--- config.mk ---
export PLATFORM = sky130hd
export DESIGN_NAME = pipe_adder
export DESIGN_NICKNAME = d
export VERILOG_FILES = /design/src/rtl/pipe_adder.sv
export SDC_FILE = /design/constraint.sdc
export NUM_CORES = 1
export LEC_CHECK = 0
export ABC_AREA = 1
export CAP_MARGIN = 30
export CELL_PAD_IN_SITES_DETAIL_PLACEMENT = 1
export CELL_PAD_IN_SITES_GLOBAL_PLACEMENT = 1
export CORE_MARGIN = 1
export CORE_UTILIZATION = 36
export CTS_CLUSTER_SIZE = 10
export DETAILED_ROUTE_END_ITERATION = 7
export GPL_ROUTABILITY_DRIVEN = 0
export GPL_TIMING_DRIVEN = 1
export PLACE_DENSITY = 0.75
export RECOVER_POWER = 25
export SETUP_SLACK_MARGIN = 0.1
export SLEW_MARGIN = 20
export SYNTH_ARGS = -nofsm -noshare
export SYNTH_HDL_FRONTEND = slang
export SYNTH_SLANG_ARGS = --single-unit
--- constraint.sdc ---
create_clock -name clk -period 4.8 [get_ports clk]
set_input_delay 1.44 -clock clk [delete_from_list [all_inputs] [get_ports clk]]
set_output_delay 1.44 -clock clk [all_outputs]
set_load 0.02 [all_outputs]
--- src/rtl/pipe_adder.sv ---
// Segmented carry-pipelined adder/subtractor.
// One SEG-bit carry segment per stage, valid/ready flow control with global stall.
module pipe_adder #(
    parameter int WIDTH = 16,
    parameter int SEG   = 4
) (
    input  logic             clk,
    input  logic             rst_n,
    input  logic             in_valid,
    output logic             in_ready,
    input  logic [WIDTH-1:0] a,
    input  logic [WIDTH-1:0] b,
    input  logic             cin,
    input  logic             mode,
    output logic             out_valid,
    input  logic             out_ready,
    output logic [WIDTH-1:0] s,
    output logic             cout,
    output logic             ovf
);

    localparam int NSEG = WIDTH / SEG;

    if (SEG < 1 || (WIDTH % SEG) != 0) begin : g_bad_params
        $error("pipe_adder: WIDTH must be a positive multiple of SEG");
    end

    logic en;

    // Whole pipe advances together unless a result is waiting downstream.
    always_comb begin
        en = !out_valid | out_ready;
    end

    assign in_ready = en;

    for (genvar k = 0; k < NSEG; k++) begin : g_stage
        logic [WIDTH-1:0] a_in;
        logic [WIDTH-1:0] b_in;
        logic [WIDTH-1:0] s_in;
        logic             c_in;
        logic             v_in;
        logic [SEG:0]     seg_sum;
        logic [WIDTH-1:0] s_d;
        logic [WIDTH-1:0] s_q;
        logic             carry_d;
        logic             carry_q;
        logic             valid_d;
        logic             valid_q;

        if (k == 0) begin : g_first
            // Subtract folds into add: invert b and force carry-in.
            assign a_in = a;
            assign b_in = mode ? ~b : b;
            assign c_in = mode | cin;
            assign s_in = '0;
            assign v_in = in_valid;
        end else begin : g_next
            assign a_in = g_stage[k-1].g_fwd.a_q;
            assign b_in = g_stage[k-1].g_fwd.b_q;
            assign c_in = g_stage[k-1].carry_q;
            assign s_in = g_stage[k-1].s_q;
            assign v_in = g_stage[k-1].valid_q;
        end

        // Add this stage's segment and splice it into the partial result.
        always_comb begin
            seg_sum = {1'b0, a_in[k*SEG +: SEG]}
                    + {1'b0, b_in[k*SEG +: SEG]}
                    + {{SEG{1'b0}}, c_in};
            s_d = s_in;
            s_d[k*SEG +: SEG] = seg_sum[SEG-1:0];
            carry_d = seg_sum[SEG];
            valid_d = v_in;
        end

        // Stage result, carry and valid registers.
        always_ff @(posedge clk or negedge rst_n) begin
            if (!rst_n) begin
                s_q     <= '0;
                carry_q <= 1'b0;
                valid_q <= 1'b0;
            end else if (en) begin
                s_q     <= s_d;
                carry_q <= carry_d;
                valid_q <= valid_d;
            end
        end

        if (k < NSEG - 1) begin : g_fwd
            logic [WIDTH-1:0] a_d;
            logic [WIDTH-1:0] b_d;
            logic [WIDTH-1:0] a_q;
            logic [WIDTH-1:0] b_q;

            // Operands ride along for the segments still to come.
            always_comb begin
                a_d = a_in;
                b_d = b_in;
            end

            // Operand delay registers.
            always_ff @(posedge clk or negedge rst_n) begin
                if (!rst_n) begin
                    a_q <= '0;
                    b_q <= '0;
                end else if (en) begin
                    a_q <= a_d;
                    b_q <= b_d;
                end
            end
        end

        if (k == NSEG - 1) begin : g_last
            logic ovf_d;
            logic ovf_q;

            // Signed overflow from effective operand signs vs result sign.
            always_comb begin
                ovf_d = (a_in[WIDTH-1] == b_in[WIDTH-1])
                     && (s_d[WIDTH-1] != a_in[WIDTH-1]);
            end

            // Overflow flag register.
            always_ff @(posedge clk or negedge rst_n) begin
                if (!rst_n) begin
                    ovf_q <= 1'b0;
                end else if (en) begin
                    ovf_q <= ovf_d;
                end
            end
        end
    end

    assign out_valid = g_stage[NSEG-1].valid_q;
    assign s         = g_stage[NSEG-1].s_q;
    assign cout      = g_stage[NSEG-1].carry_q;
    assign ovf       = g_stage[NSEG-1].g_last.ovf_q;

endmodule

==> metrics.yaml, run 1 <==
yosys:
  synth_seq_cells: 97
  synthesis.nets: 533
  synth_area_mm2: 0.00432
  synthCells: 475
  yosysSeqAreaShare_pct: 56.2
  syn_area_per_cell_um2: 9.09
  yosysWarnings: 0
  synth_cell_types: 22
power:
  irDropWorstVdd_mv: 0.167
  p_sw_mw: 1.24
  clkPwrFrac_pct: 21.0
  comb_power_share_pct: 37.8
  p_leak_nw: 2.59
  p_int_mw: 2.13
  seqPwrFrac_pct: 41.1
  p_total_mw: 3.37
  power_density_mw_per_mm2: 634
  switching_share_pct: 36.8
grt:
  grt_pass1_vias: 3375
  grt_use_met3_pct: 3.65
  antenna_found_initial: 0
  met2_usage_pct: 26.0
  grt.busiest_layer: "met2"
  grt_pass1_wl_mm: 15.7
  grt_max_degree: 109
  track_usage_pct: 15.9
  grt_overflow: 0
  grtUsageMet1_pct: 20.9
worst_setup_path:
  start_kind: "input pin"
  arrival_ps: 2680
  rr_worst_depth: 6
  critical_path_class: "input pin to primary output"
  cp.required_ps: 3360
  worst-path-max-fanout: 2
  rr_startpoint: "g_stage[1].carry_q$_DFFE_PN0P_"
  reg2reg_to: "g_stage[2].carry_q$_DFFE_PN0P_"
  critPathCaptureType: "primary output"
  reg2reg_slack_ps: 3030
timing:
  finalCritPeriodShare_pct: 85.8
  slew_headroom_pct: -60.6
  slew_violations: 43
  finalHoldViolCount: 0
  hold_ws_ps: 468
  postLayoutSetupSlackWorst_ps: 683
  rsz0062_at_grt: "no"
  finalSetupViolCount: 0
  finalClockSkew_ps: 8.66
  final.min_clock_period_ps: 4120
  tightest_slew_ps: 2410
  setup-tns-final_ps: 0
  fmax_mhz: 243
clock_network:
  clk_pin_slew_ps: 60
  postCtsSetupRepairBufs: 0
  postCtsHoldBufs: 0
  htreeDepth: 3
  clk_path_buf_depth: 2
  cts_resized: 0
  clock-sinks: 97
  cts_tree: "yes"
  insertion_delay_ps: 340
  cts-root-buf: "clkbuf_16"
  cts_buffers: 9
place:
  pre_cts_slack_ps: 684
  place_area_mm2: 0.00500
  dpl.hpwl_mm: 6.26
  port_buffers: 57
  dp_cells: 658
hold_path:
  worstHoldStart: "g_stage[0].s_q[0]$_DFFE_PN0P_"
  worstHoldPathCells: 2
  min_to: "g_stage[1].s_q[0]$_DFFE_PN0P_"
  worst_hold_path_type: "register to register"
floorplanning:
  ios: 58
  die_h_um: 112
  rows: 39
  initial_core_util_pct: 37.3
  core_mm2: 0.0116
  die_area_mm2: 0.0124
  die_x_um: 112
outcome:
  violations: "DRC, capacitance limit, slew limit"
  status: "finished, violations left"
drt:
  num_vias: 3187
  drt_pre_antenna_iters: 6
  routed_wirelength_mm: 9.28
  wl_per_cell_um: 13.8
  drc_errors: 5
  via_per_inst: 4.73
  dr.first_iter.drc_count: 209
  ant_nets: 0
flow_run:
  drv_cap: 1
finish:
  n_antenna_cell: 0
  utilization_pct: 46.0
  fin_cells: 674
  design_area_mm2: 0.00532
  n_fill_cell: 1353
  nets: 585
  drive_above_1_share_pct: 4.71
  syn_to_final_growth_pct: 23.3
power by group through the flow:
stage | combinational (mW) | sequential, mW | clock (mW)
2_1_floorplan | 0.782 | 1.44 | 0
3_3_place_gp | 1.22 | 1.39 | 0
3_5_place_dp | 1.28 | 1.40 | 0
4_1_cts | 1.29 | 1.39 | 0.729
5_1_grt | 1.46 | 1.43 | 0.765
6_report | 1.28 | 1.39 | 0.710
critical path, stage by stage:
cell and delay [ps]:
clkdlybuf4s50_1 510, nor2_4 60, inv_2 60, clkdlybuf4s50_1 610
synth_stat cells, drive strengths merged:
cell type  count  area, um2
nor2          16       67.6
nand2        192        721
fa             8        160
or2            3       18.8
xor2           4       35.0
dfrtp         97       2430
buf           18        109
nand3         17       85.1
ha            12        150
xnor2         12        105
clkbuf         4       15.0
a21oi          8       40.0
o31ai          2       15.0
o21ai         49        245
inv           33        124
cell type report:
class	instances	area (um2)	share of cell area, %
inverters	33	124	2.33
flip-flops and latches	97	2430	45.6
clock buffers	14	294	5.52
repair buffers	63	649	12.2
multi-input cells	323	1640	30.9
well taps	143	179	3.36
clock inverters	1	7.51	0.141
sequential cells by signal, summed over array words and instances (netlist names):
register,flops
ovf,1
g_stage.carry_q,3
g_stage.valid_q,3
g_stage.g_fwd.a_q,24
s,16
out_valid,1
g_stage.g_fwd.b_q,24
g_stage.s_q,24
cout,1
worst max path at each step:
stage                   start  endpoint  cells past startpoint
floorplan           out_ready  in_ready                      4
global placement    out_ready  in_ready                      4
detailed placement  out_ready  in_ready                      4
CTS                 out_ready  in_ready                      4
global route        out_ready  in_ready                      4
finish              out_ready  in_ready                      4
placed cells by master (no fill, tap or decap), types with 9 or more instances in the layout:
master / netlist / routed
nand2_1: 192 / 192
dfrtp_1: 97 / 97
clkdlybuf4s50_1: 0 / 56
inv_1: 32 / 32
o21ai_1: 31 / 31
o21ai_0: 18 / 18
nand3_1: 17 / 17
nor2_1: 15 / 15
xnor2_1: 12 / 12
ha_1: 12 / 12
clkbuf_16: 0 / 9
cell families after synthesis:
| family | count (synthesis) | share of synthesized area, % |
|---|---|---|
| AOI/OAI and AO/OA | 59 | 6.95 |
| xor gates and xnor gates | 16 | 3.25 |
| adders and majority gates | 20 | 7.19 |
| buffers and inverters | 55 | 5.74 |
| DFF | 97 | 56.2 |
| and+or+nand+nor | 228 | 20.7 |
routing by layer:
layer	up-vias	share of wire, %	routed length [um]
met5	-	0	0
met4	0	1.5	136
met3	11	3.1	288
met2	47	47	4390
met1	1553	48	4460
li1	1576	-	-
Note: power is estimated with default switching activity, not from simulation.
==> run 2: changes to the inputs <==
- GPL_TIMING_DRIVEN: 1 -> default
- SETUP_SLACK_MARGIN: 0.1 -> 0.3
==> results of run 2 <==
Final layout, timing and power as in run 1 (identical DEF).
